===== src/rtl/gameport_pkg.sv =====
// rtl/gameport_pkg.sv - shared types and constants for the 0x201 game port sequencer
package gameport_pkg;

    typedef enum logic [1:0] {
        IDLE,
        FIRE,
        GAP,
        TIMING
    } gp_state_t;

    localparam logic [15:0] GAMEPORT_ADDR = 16'h0201;

    localparam int P1X = 0;
    localparam int P1Y = 1;
    localparam int P2X = 2;
    localparam int P2Y = 3;
    localparam int NUM_AXES = 4;

endpackage


===== src/rtl/gameport_seq_if.sv =====
// rtl/gameport_seq_if.sv - CPU I/O bus view of the game port (decoded select, strobes, read data)
interface gameport_seq_if;

    logic       cs;
    logic       wr;
    logic       rd;
    logic [7:0] data_out;

    modport master (output cs, output wr, output rd, input data_out);
    modport slave (input cs, input wr, input rd, output data_out);

endinterface


===== src/rtl/gameport_axis_timer.sv =====
// rtl/gameport_axis_timer.sv - one saturating 8-bit axis width counter
module gameport_axis_timer (
    input  logic       clk,
    input  logic       reset,
    input  logic       clr,
    input  logic       tick,
    input  logic       active,
    output logic [7:0] count
);

    always_ff @(posedge clk) begin
        if (reset || clr) begin
            count <= 8'h00;
        end else if (tick && active && count != 8'hFF) begin
            count <= count + 8'd1;
        end
    end

endmodule


===== src/rtl/gameport_seq.sv =====
// rtl/gameport_seq.sv - game port trigger/measure sequencer; GAMEPORT_TIMEOUT_EN masks axis bits after a timeout
module gameport_seq
    import gameport_pkg::*;
#(
    parameter int EN_HOLD   = 4,
    parameter int TICK_DIV  = 220,
    parameter int MAX_TICKS = 255
) (
    input  logic                 clk,
    input  logic                 reset,
    gameport_seq_if.slave        bus,
    input  logic [7:0]           joy_d,
    output logic                 joy_en,
    output logic                 busy,
    output logic                 timeout,
    output logic [31:0]          axis_cnt
);

    localparam int HW = (EN_HOLD > 1) ? $clog2(EN_HOLD) : 1;
    localparam int PW = (TICK_DIV > 1) ? $clog2(TICK_DIV) : 1;
    localparam int TW = $clog2(MAX_TICKS + 1);

    gp_state_t              state;
    logic [HW-1:0]          hold_cnt;
    logic [PW-1:0]          presc;
    logic [TW-1:0]          tick_cnt;
    logic [NUM_AXES-1:0]    live;
    logic                   write_go;
    logic                   fire_start;
    logic                   tick;
    logic [3:0]             axis_rd;

    assign write_go   = bus.cs && bus.wr;
    // Writes during FIRE/GAP are dropped so the one-shot sees a single clean edge.
    assign fire_start = write_go && (state == IDLE || state == TIMING);
    assign tick       = (state == TIMING) && (presc == PW'(TICK_DIV - 1));

    always_ff @(posedge clk) begin
        if (reset) begin
            state    <= IDLE;
            joy_en   <= 1'b0;
            busy     <= 1'b0;
            timeout  <= 1'b0;
            hold_cnt <= '0;
            presc    <= '0;
            tick_cnt <= '0;
            live     <= '0;
        end else if (fire_start) begin
            state    <= FIRE;
            joy_en   <= 1'b1;
            busy     <= 1'b1;
            timeout  <= 1'b0;
            hold_cnt <= '0;
            presc    <= '0;
            tick_cnt <= '0;
            live     <= '1;
        end else begin
            case (state)
                IDLE: ;
                FIRE: begin
                    if (hold_cnt == HW'(EN_HOLD - 1)) begin
                        joy_en <= 1'b0;
                        state  <= GAP;
                    end else begin
                        hold_cnt <= hold_cnt + 1'b1;
                    end
                end
                GAP: state <= TIMING;
                TIMING: begin
                    // A lane that has gone low stays dead for the rest of this measurement.
                    live <= live & joy_d[NUM_AXES-1:0];
                    if (joy_d[NUM_AXES-1:0] == '0) begin
                        state   <= IDLE;
                        busy    <= 1'b0;
                        timeout <= 1'b0;
                    end else if (tick && tick_cnt == TW'(MAX_TICKS - 1)) begin
                        state   <= IDLE;
                        busy    <= 1'b0;
                        timeout <= 1'b1;
                    end else if (tick) begin
                        presc    <= '0;
                        tick_cnt <= tick_cnt + 1'b1;
                    end else begin
                        presc <= presc + 1'b1;
                    end
                end
                default: state <= IDLE;
            endcase
        end
    end

`ifdef GAMEPORT_TIMEOUT_EN
    assign axis_rd = timeout ? 4'h0 : joy_d[3:0];
`else
    assign axis_rd = joy_d[3:0];
`endif

    always_ff @(posedge clk) begin
        if (reset) begin
            bus.data_out <= 8'h00;
        end else if (bus.cs && bus.rd) begin
            bus.data_out <= {joy_d[7:4], axis_rd};
        end
    end

    for (genvar i = 0; i < NUM_AXES; i++) begin : g_lane
        gameport_axis_timer u_lane (
            .clk    (clk),
            .reset  (reset),
            .clr    (fire_start),
            .tick   (tick),
            .active (live[i] & joy_d[i]),
            .count  (axis_cnt[8*i +: 8])
        );
    end

endmodule


===== src/flat_wrapper.sv =====
// flat-port wrapper written by rule: the top's interface ports become plain ports
module gameport_seq_flat import gameport_pkg::*;
#(
    parameter int EN_HOLD   = 4,
    parameter int TICK_DIV  = 220,
    parameter int MAX_TICKS = 255
)
  (clk, reset, joy_d, joy_en, busy, timeout, axis_cnt, bus_cs, bus_wr, bus_rd, bus_data_out);
  gameport_seq_if bus_i ();
  input  logic clk;
  input  logic reset;
  input  logic [7:0] joy_d;
  output logic joy_en;
  output logic busy;
  output logic timeout;
  output logic [31:0] axis_cnt;
  input wire logic [$bits(bus_i.cs)-1:0] bus_cs;
  input wire logic [$bits(bus_i.wr)-1:0] bus_wr;
  input wire logic [$bits(bus_i.rd)-1:0] bus_rd;
  output wire logic [$bits(bus_i.data_out)-1:0] bus_data_out;
  assign bus_i.cs = bus_cs;
  assign bus_i.wr = bus_wr;
  assign bus_i.rd = bus_rd;
  assign bus_data_out = bus_i.data_out;
  gameport_seq #(.EN_HOLD(EN_HOLD), .TICK_DIV(TICK_DIV), .MAX_TICKS(MAX_TICKS)) u_core (.clk(clk), .reset(reset), .bus(bus_i), .joy_d(joy_d), .joy_en(joy_en), .busy(busy), .timeout(timeout), .axis_cnt(axis_cnt));
endmodule

===== config.mk =====
export PLATFORM = sky130hd
export DESIGN_NAME = gameport_seq_flat
export DESIGN_NICKNAME = d
export VERILOG_FILES = /design/src/rtl/gameport_pkg.sv /design/src/rtl/gameport_seq_if.sv /design/src/rtl/gameport_axis_timer.sv /design/src/rtl/gameport_seq.sv /design/src/flat_wrapper.sv
export SDC_FILE = /design/constraint.sdc
export NUM_CORES = 1
export LEC_CHECK = 0
export ABC_AREA = 1
export CAP_MARGIN = 20
export CORE_MARGIN = 5
export CORE_UTILIZATION = 57
export DETAILED_ROUTE_END_ITERATION = 16
export PLACE_DENSITY_LB_ADDON = 0.25
export SLEW_MARGIN = 20
export SYNTH_ARGS = -nofsm -noshare
export SYNTH_HDL_FRONTEND = slang
export SYNTH_SLANG_ARGS = --single-unit
export TNS_END_PERCENT = 10

===== constraint.sdc =====
create_clock -name clk -period 5.3 [get_ports clk]
set_clock_uncertainty 0.15 [all_clocks]
set_input_delay 1.06 -clock clk [delete_from_list [all_inputs] [get_ports clk]]
set_output_delay 1.06 -clock clk [all_outputs]
set_load 0.005 [all_outputs]

==> results of run 1 <==
==> layout make-up <==
class                      instances  area share, %
inverter                          52           4.65
clock inverter                     5           1.24
clock buffer                      11           3.35
timing repair buffer              57           13.6
sequential                        67           31.8
multi-input combinational        330           43.2
tap                               75           2.22
==> cell families (layout without fill, tap and decap cells) <==
logic type,count (synthesis),in the layout,share of synthesized area [%]
compound gates,76,76,11.8
xor+xnor,27,27,6.92
fa+ha+maj,13,13,4.76
buf+inv,61,125,7.29
flops,67,67,39.3
mux,1,1,0.330
simple gates,213,213,29.6
==> layout by cell type, fill, tap and decap left out, drive strengths merged <==
| master | Yosys | routed |
|---|---|---|
| nand4 | 9 | 9 |
| nor3 | 11 | 11 |
| dfxtp | 67 | 67 |
| clkinvlp | 0 | 1 |
| buf | 2 | 2 |
| a211oi | 4 | 4 |
| nand3 | 24 | 24 |
| inv | 51 | 51 |
| or2 | 1 | 1 |
| a21oi | 53 | 53 |
| ha | 13 | 13 |
| bufinv | 0 | 1 |
| clkinv | 1 | 4 |
| mux2 | 1 | 1 |
| clkbuf | 7 | 11 |
| nor2 | 46 | 46 |
| o21a | 1 | 1 |
| xor2 | 16 | 16 |
| xnor2 | 11 | 11 |
| nand3b | 1 | 1 |
| nand2 | 121 | 121 |
| o21ai | 18 | 18 |
| clkdlybuf4s50 | 0 | 55 |
==> worst register-to-register path, delay by kind of cell, from the launching register on <==
kind          cells  cell delay, ns
fa+ha+maj         1            0.34
buf+inv           4            1.01
flops             1            0.41
simple gates      3            0.34
==> worst max-delay path by stage <==
stage,startpoint,depth (start not counted),end,slack (ns)
floorplan,reset,5,u_core.g_lane[2].u_lane.count[1]$_SDFFE_PP0P_,3.09
global placement,reset,5,u_core.g_lane[1].u_lane.count[6]$_SDFFE_PP0P_,1.87
detailed placement,reset,5,u_core.g_lane[1].u_lane.count[6]$_SDFFE_PP0P_,1.79
CTS,reset,5,u_core.g_lane[1].u_lane.count[6]$_SDFFE_PP0P_,2.18
global route,reset,6,u_core.g_lane[0].u_lane.count[5]$_SDFFE_PP0P_,2.21
finish,reset,6,u_core.g_lane[1].u_lane.count[6]$_SDFFE_PP0P_,2.42
==> state kept, by name, summed over array words and instances (netlist names) <==
| signal | count |
|---|---|
| u_core.g_lane.u_lane.count | 32 |
| u_core.bus.data_out | 8 |
| u_core.presc | 8 |
| u_core.tick_cnt | 8 |
| u_core.live | 4 |
| u_core.hold_cnt | 2 |
| u_core.state | 2 |
| u_core.busy | 1 |
| u_core.joy_en | 1 |
| u_core.timeout | 1 |
==> per-layer routing <==
layer | GRT usage (%) | part of all wire (%) | up-vias
met2 | 35.7 | 49 | 54
met4 | 8.93 | 1.8 | 0
met3 | 6.05 | 4.8 | 13
met1 | 26.7 | 45 | 1417
met5 | 0 | 0 | -
li1 | - | - | 1599
==> stage by stage <==
step	hold WS (ns)	std cells	cell area, µm²	total power [µW]	util [%]
3_3_place_gp	0.309	580	4020	702	68.2
5_1_grt	0.331	597	4220	1180	71.8
3_5_place_dp	0.307	580	4020	710	68.2
2_1_floorplan	0.295	458	3420	657	-
6_report	0.313	597	4220	1130	71.8
4_1_cts	0.317	596	4210	1130	71.5
==> report_power, final <==
| part | internal (µW) | switching [µW] |
|---|---|---|
| clock | 228 | 198 |
| sequential | 525 | 19.5 |
| combinational | 68.5 | 95.3 |
==> results.json, run 1 <==
{
  "status": "finished, final reports clean",
  "fmax_mhz": 347,
  "fin_tns_setup_ns": 0,
  "finalWirelength_um": 7700,
  "reg2reg_setup_slack_ns": 2.95,
  "crit_family": "buffers and inverters",
  "first_global_vias": 2906,
  "clk_pin_slew_ns": 0.08,
  "die_w_um": 87.4,
  "path_max_fanout": 19,
  "synth-async-reset-ratio_pct": 0,
  "antenna_found_initial": 0,
  "cp-end-kind": "flip-flop",
  "yosysUniqueCellTypes": 31,
  "ant_nets": 0,
  "relSlewSlack_pct": 60.6,
  "arrival_ns": 2.98,
  "worst-setup-path-type": "primary input to flip-flop",
  "ys_top_cells_by_area": "dfxtp_1 39%, nand2_1 13%, a21oi_1 7.5%",
  "post-place-ws_ns": 1.79,
  "worst-path-buf-inv": 4,
  "drt-initial-drc-count": 115,
  "yosys_warnings": 0,
  "finalHoldViolations": 0,
  "grt_pass1_wl_um": 13200,
  "synth_edf_count": 0,
  "r2r_start": "u_core.state[0]$_SDFFE_PP0P_",
  "syn_area_per_cell_um2": 7.46,
  "min-delay-start": "u_core.bus.data_out[4]$_SDFFE_PP0P_",
  "area_delta_synth_final_pct": 23.7,
  "worstPathRequired_ns": 5.39,
  "worst_hold_path.endpoint": "u_core.bus.data_out[4]$_SDFFE_PP0P_",
  "grt_start_max_net_pins": 32,
  "yosysTopAreaCell": "dfxtp_1",
  "drc": 0,
  "synth_top_area_share_pct": 39.3,
  "portBuffers": 55,
  "crit_path_max_incr_delay_ns": 0.84,
  "cts_tree": "built",
  "ys.flop_type": "dfxtp_1",
  "finalWorstSetupSlack_ns": 2.42,
  "die_area_um2": 7640,
  "maxCapViolCount": 0,
  "synth_common_cells": "117 x nand2_1, 67 x dfxtp_1, 51 x a21oi_1, 47 x inv_1, 42 x nor2_1",
  "multiInputGateArea_um2": 1830,
  "clockRootBuffer": "clkbuf_8",
  "die_h_um": 87.4,
  "drive_gt1_share_pct": 7.66,
  "rsz0062_at_grt": "false",
  "synth_fp_nets": 484,
  "gp_congestion": 0.888,
  "vdd_drop_max_mv": 0.210,
  "numCtsBuffers": 9,
  "finalCriticalPeriod_ns": 2.88,
  "startpoint_type": "primary input",
  "ys_seq_area_share_pct": 39.3,
  "ctsHoldBuffers": 0,
  "hold_depth": 2,
  "clock_latency_ns": 0.35,
  "wire_per_inst_um": 12.9,
  "initial_core_util_pct": 58.0,
  "reg2reg_depth": 8,
  "worstReg2RegEnd": "u_core.g_lane[1].u_lane.count[6]$_SDFFE_PP0P_",
  "num_antenna_cells": 0,
  "dp.final_hpwl_um": 5500,
  "post_cts_resized": 0,
  "period_share_pct": 54.4,
  "first_pass_iters": 4,
  "regArea_um2": 1340,
  "viasPerCell": 5.16,
  "overflow": 0,
  "io_pins": 56,
  "syn-cell-area_um2": 3420,
  "power_leakage_uw": 0.00170,
  "rows": 28,
  "setup_viol": 0,
  "htree_levels": 3,
  "drv_slew": 0,
  "numClockSinks": 67,
  "grtUsageTotal_pct": 21.7,
  "worst_pin_slew_ns": 0.589,
  "vias": 3083,
  "postCtsSetupBuffers": 0,
  "powerDensity_nw_per_um2": 268,
  "synthCells": 458,
  "nFillCells": 476,
  "crit_chain": "clkdlybuf4s50_1 > nor2_1 > buf_4 > inv_1 > buf_8 > nor3_1",
  "hp-class": "flip-flop to flip-flop",
  "synth_seq_cells": 67,
  "crit_slowest_cell": "clkdlybuf4s50_1",
  "core_area_um2": 5890,
  "nets": 543,
  "cts_buffer_depth": 2,
  "synth.most_common_cell": "nand2_1"
}
No activity file was read; power rests on OpenSTA's default activity.
==> run 2, diff against run 1 <==
--- a/config.mk
+++ b/config.mk
@@ -8,7 +8,7 @@
 export ABC_AREA = 1
 export CAP_MARGIN = 20
 export CORE_MARGIN = 5
-export CORE_UTILIZATION = 57
+export CORE_UTILIZATION = 53
 export DETAILED_ROUTE_END_ITERATION = 16
 export PLACE_DENSITY_LB_ADDON = 0.25
 export SLEW_MARGIN = 20
==> constraint.sdc (replaced) <==
create_clock -name clk -period 2.84 [get_ports clk]
set_clock_uncertainty 0.15 [all_clocks]
set_input_delay 0.568 -clock clk [delete_from_list [all_inputs] [get_ports clk]]
set_output_delay 0.568 -clock clk [all_outputs]
set_load 0.005 [all_outputs]
==> run 2 against run 1 <==
Net effect: clock power increased by 78%; sequential power grew 87%; die area grew 6.7%; clock-buffer cell count unchanged; critical path depth up 3; setup slack worse by 1.9 ns; critical path type is now flip-flop to flip-flop; critical endpoint is now u_core.g_lane[1].u_lane.count[5]$_SDFFE_PP0P_.
==> results.json, run 2 (synthesis gave the netlist of run 1 again) <==
{
  "finalHoldViolations": 0,
  "worst-setup-path-type": "flip-flop to flip-flop",
  "cts_tree": "built",
  "worst_pin_slew_ns": 0.403,
  "use_met2_pct": 30.4,
  "r2r_start": "u_core.state[0]$_SDFFE_PP0P_",
  "grt_pass1_wl_um": 12600,
  "dp.final_hpwl_um": 5320,
  "viasPerCell": 5.17,
  "numClockSinks": 67,
  "largest_reg_flops": 32,
  "nets": 544,
  "clock_latency_ns": 0.34,
  "layout_commonest_cell": "nand2_1",
  "vdd_drop_max_mv": 0.364,
  "io_pins": 56,
  "hp-class": "flip-flop to flip-flop",
  "relSlewSlack_pct": 73.0,
  "finalCriticalPeriod_ns": 2.34,
  "clk_pin_slew_ns": 0.07,
  "powerDensity_nw_per_um2": 489,
  "worst_hold_path.endpoint": "u_core.timeout$_SDFFE_PP0P_",
  "die_area_um2": 8150,
  "drc": 0,
  "worstReg2RegEnd": "u_core.g_lane[1].u_lane.count[5]$_SDFFE_PP0P_",
  "antenna_found_initial": 0,
  "finalWorstSetupSlack_ns": 0.505,
  "worstPathRequired_ns": 2.96,
  "wire_per_inst_um": 12.1,
  "first_pass_iters": 4,
  "core_area_um2": 6310,
  "portBuffers": 55,
  "die_w_um": 90.3,
  "cp-end-kind": "flip-flop",
  "drt-initial-drc-count": 149,
  "maxCapViolCount": 0,
  "hold_depth": 2,
  "finalWirelength_um": 7250,
  "fin_tns_setup_ns": 0,
  "startpoint_type": "flip-flop",
  "gr-usage-met3_pct": 4.58,
  "first_global_vias": 2944,
  "final_cell_mix": "117 x nand2_1, 67 x dfxtp_1, 55 x clkdlybuf4s50_1",
  "die_h_um": 90.3,
  "post-place-ws_ns": 0.346,
  "arrival_ns": 2.45,
  "initial_core_util_pct": 54.1,
  "drv_slew": 0,
  "power_leakage_uw": 0.00171,
  "period_share_pct": 82.2,
  "ant_nets": 0,
  "postCtsSetupBuffers": 0,
  "status": "finished, final reports clean",
  "grtUsageMet1_pct": 22.6,
  "overflow": 0,
  "setup_viol": 0,
  "cts_buffer_depth": 2,
  "ctsHoldBuffers": 0,
  "reg2reg_depth": 9,
  "fmax_mhz": 428,
  "grtUsageTotal_pct": 18.3,
  "post_cts_resized": 0,
  "num_antenna_cells": 0,
  "area_delta_synth_final_pct": 23.7,
  "gp_congestion": 0.843,
  "path_max_fanout": 12,
  "reg2reg_setup_slack_ns": 0.50,
  "htree_levels": 3,
  "grt_busiest_layer": "met2",
  "drive_gt1_share_pct": 7.49,
  "numCtsBuffers": 9,
  "min-delay-start": "u_core.timeout$_SDFFE_PP0P_",
  "vias": 3089,
  "grt_start_max_net_pins": 23,
  "top_register": "u_core.g_lane.u_lane.count",
  "rsz0062_at_grt": "false",
  "rows": 29,
  "clockRootBuffer": "clkbuf_8"
}
==> run 2: cell types whose count changed in the layout (fill, tap and decap cells not counted) <==
| cell | change |
|---|---|
| buf_12 | +1 |
| clkinv_2 | -1 |
| buf_8 | -1 |
| clkinvlp_4 | -1 |
| buf_4 | +1 |
==> run 2: metal layers <==
layer  share of wire, %  up-vias
li1                   -     1595
met1                 46     1430
met2                 48       51
met3                3.9       13
met4                2.0        0
met5                  0        -
==> run 2: cell type report <==
type	count	area, µm²
well taps	77	96.3
inverters	52	196
flip-flops and latches	67	1340
clock inverters	3	40.0
repair buffers	58	586
clock buffers	11	141
multi-input cells	330	1830
fillers	568	2090
==> run 2: worst max path at each step <==
stage	slack, ns	startpoint	cells after the start	endpoint
after floorplan	1.01	u_core.state[0]$_SDFFE_PP0P_	10	u_core.presc[0]$_SDFFE_PP0P_
after global placement	0.49	joy_d[2]	7	u_core.presc[6]$_SDFFE_PP0P_
after detailed placement	0.35	joy_d[2]	7	u_core.presc[6]$_SDFFE_PP0P_
after CTS	0.50	u_core.state[0]$_SDFFE_PP0P_	9	u_core.g_lane[1].u_lane.count[5]$_SDFFE_PP0P_
after global routing	0.19	u_core.state[0]$_SDFFE_PP0P_	9	u_core.g_lane[1].u_lane.count[2]$_SDFFE_PP0P_
final	0.50	u_core.state[0]$_SDFFE_PP0P_	9	u_core.g_lane[1].u_lane.count[5]$_SDFFE_PP0P_
==> run 2: where the power goes <==
| group | total [µW] | leakage, µW | switching, µW | internal [µW] |
|---|---|---|---|---|
| logic | 297 | 0.00107 | 168 | 128 |
| registers | 1020 | 0.000542 | 35.5 | 981 |
| clock network | 756 | 0.0000950 | 339 | 417 |
==> run 2: worst max-delay path: stages, from the launching register on <==
cell	delay, ns
dfxtp_1	0.42
ha_1	0.36
nand2_1	0.10
inv_2	0.10
nand4_1	0.17
nor2_1	0.23
nand2_1	0.29
inv_1	0.22
nand2_1	0.07
a21oi_1	0.14
==> run 2: through the flow <==
step	instances	util [%]	power [µW]	hold slack, ns	cell area (µm²)
after floorplan	458	-	1230	0.295	3420
after global routing	598	66.9	2170	0.338	4230
after CTS	598	66.9	2080	0.302	4230
final	598	66.9	2070	0.297	4230
after detailed placement	584	64.1	1330	0.291	4050
after global placement	584	64.1	1320	0.288	4050
==> run 3, diff against run 2 <==
--- a/config.mk
+++ b/config.mk
@@ -8,7 +8,7 @@
 export ABC_AREA = 1
 export CAP_MARGIN = 20
 export CORE_MARGIN = 5
-export CORE_UTILIZATION = 53
+export CORE_UTILIZATION = 48
 export DETAILED_ROUTE_END_ITERATION = 16
 export PLACE_DENSITY_LB_ADDON = 0.25
 export SLEW_MARGIN = 20
==> constraint.sdc (replaced) <==
create_clock -name clk -period 1.93 [get_ports clk]
set_clock_uncertainty 0.15 [all_clocks]
set_input_delay 0.386 -clock clk [delete_from_list [all_inputs] [get_ports clk]]
set_output_delay 0.386 -clock clk [all_outputs]
set_load 0.005 [all_outputs]
==> run 3 against run 2 <==
Net effect: sequential cell count unchanged; cell count increased by 7.4%; clock-buffer cell count is 1 higher; worst hold slack gained 0.016 ns; sequential share of layout area shrank 1.5 points; die area rose by 9.2%; non-clock buffer count up 24; design area is 5.2% higher; critical path type is now flip-flop to output pin.
==> results.json, run 3 (synthesis gave the netlist of run 1 again) <==
{
  "status": "finished, final reports clean",
  "ctsHoldBuffers": 0,
  "drv_slew": 0,
  "rows": 30,
  "core_area_um2": 6870,
  "die_area_um2": 8900,
  "largest_reg_flops": 32,
  "dp_cells": 626,
  "die_w_um": 94.4,
  "worst-path-buf-inv": 1,
  "worst_pin_slew_ns": 0.326,
  "vias": 3094,
  "fmax_mhz": 535,
  "worstPathRequired_ns": 1.39,
  "cts_buffer_depth": 2,
  "power_frac_comb_pct": 18.0,
  "top_register": "u_core.g_lane.u_lane.count",
  "crit_path_max_incr_delay_ns": 0.55,
  "portBuffers": 55,
  "layoutNonFillerInstCount": 642,
  "period_share_pct": 96.9,
  "htree_levels": 3,
  "total_power_uw": 3040,
  "overflow": 0,
  "die_h_um": 94.4,
  "num_antenna_cells": 0,
  "worst-setup-path-type": "flip-flop to output pin",
  "relSlewSlack_pct": 78.3,
  "finalWorstSetupSlack_ns": 0.0598,
  "drt-initial-drc-count": 101,
  "finalWirelength_um": 7450,
  "power.switching_uw": 832,
  "crit_family": "buffers and inverters",
  "grtUsageTotal_pct": 18.3,
  "power_leakage_uw": 0.00181,
  "drc": 0,
  "path_max_fanout": 6,
  "gp_congestion": 0.843,
  "first_global_vias": 2956,
  "cp-end-kind": "output pin",
  "seqPwrFrac_pct": 49.0,
  "startpoint_type": "flip-flop",
  "cts_tree": "built",
  "clk_pin_slew_ns": 0.07,
  "final_cell_mix": "117 x nand2_1, 64 x dfxtp_1, 55 x clkdlybuf4s50_1",
  "clock_latency_ns": 0.34,
  "dp.final_hpwl_um": 5370,
  "numClockSinks": 67,
  "clockRootBuffer": "clkbuf_8",
  "antenna_found_initial": 0,
  "pwr-share-clk_pct": 33.0,
  "drive_gt1_share_pct": 13.2,
  "wire_per_inst_um": 11.6,
  "grt_start_max_net_pins": 31,
  "layout_commonest_cell": "nand2_1",
  "first_pass_iters": 4,
  "nFillCells": 603,
  "grt_pass1_wl_um": 13100,
  "post-place-ws_ns": -0.0651,
  "nets": 568,
  "viasPerCell": 4.82,
  "hp-class": "flip-flop to flip-flop",
  "numCtsBuffers": 9,
  "ant_nets": 0,
  "fin_hold_ws_ns": 0.313,
  "intPower_uw": 2200,
  "p_sw_share_pct": 27.4,
  "finalHoldViolations": 0,
  "powerDensity_nw_per_um2": 683,
  "crit_chain": "clkdlybuf4s50_1",
  "finalCriticalPeriod_ns": 1.87,
  "crit_slowest_cell": "clkdlybuf4s50_1",
  "fin_tns_setup_ns": 0,
  "setup_viol": 0,
  "initial_core_util_pct": 49.7,
  "arrival_ns": 1.33,
  "io_pins": 56,
  "maxCapViolCount": 0,
  "vdd_drop_max_mv": 0.481,
  "area_delta_synth_final_pct": 30.2
}
run 3: changes by cell type in the layout (fill, tap and decap cells not counted), sizes merged:
cell and delta:
buf +24, bufinv -1, clkbuf +1, clkinv +1
run 3: cell type report:
cell class                 count  area, µm²  area share, %
multi-input combinational    330       1850           41.5
clock buffer                  12        145           3.26
sequential                    67       1350           30.2
timing repair buffer          82        778           17.5
inverter                      52        196           4.42
clock inverter                 3       15.0          0.338
tap                           96        120           2.70
run 3: what timing repair did:
action | 4_1_cts | 5_1_grt
buffers inserted | 0 | 1
gates resized for setup | 0 | 11
endpoints found under the setup margin | 0 | 41
run 3: layer usage:
layer / track usage (%) / up-vias / routed length, µm
met4: 6.98 / 0 / 72
met5: 0 / - / 0
met2: 28.8 / 51 / 3390
li1: - / 1645 / -
met3: 5.42 / 5 / 335
met1: 23.5 / 1393 / 3650
run 3: power by group through the flow:
stage / clock [µW] / combinational, µW / sequential (µW)
after floorplan: 0 / 287 / 1520
after global placement: 0 / 537 / 1510
after detailed placement: 0 / 543 / 1520
after CTS: 1030 / 547 / 1490
after global routing: 1100 / 612 / 1500
final: 1000 / 546 / 1490
run 3: worst paths after layout:
path                                                               startpoint                                            end  slack, ns  cells after the start
worst min-delay path                      u_core.bus.data_out[7]$_SDFFE_PP0P_            u_core.bus.data_out[7]$_SDFFE_PP0P_       0.31                      2
worst max-delay path            u_core.g_lane[2].u_lane.count[2]$_SDFFE_PP0P_                                   axis_cnt[18]       0.06                      1
worst max register to register                   u_core.presc[1]$_SDFFE_PP0P_  u_core.g_lane[1].u_lane.count[1]$_SDFFE_PP0P_       0.15                     10
worst min register to register            u_core.bus.data_out[7]$_SDFFE_PP0P_            u_core.bus.data_out[7]$_SDFFE_PP0P_       0.31                      2
run 3: metrics by stage:
step | utilization (%) | area [µm²]
after floorplan | - | 3420
after global placement | 61.9 | 4250
after detailed placement | 61.9 | 4250
after CTS | 64.3 | 4410
after global routing | 64.8 | 4450
final | 64.8 | 4450
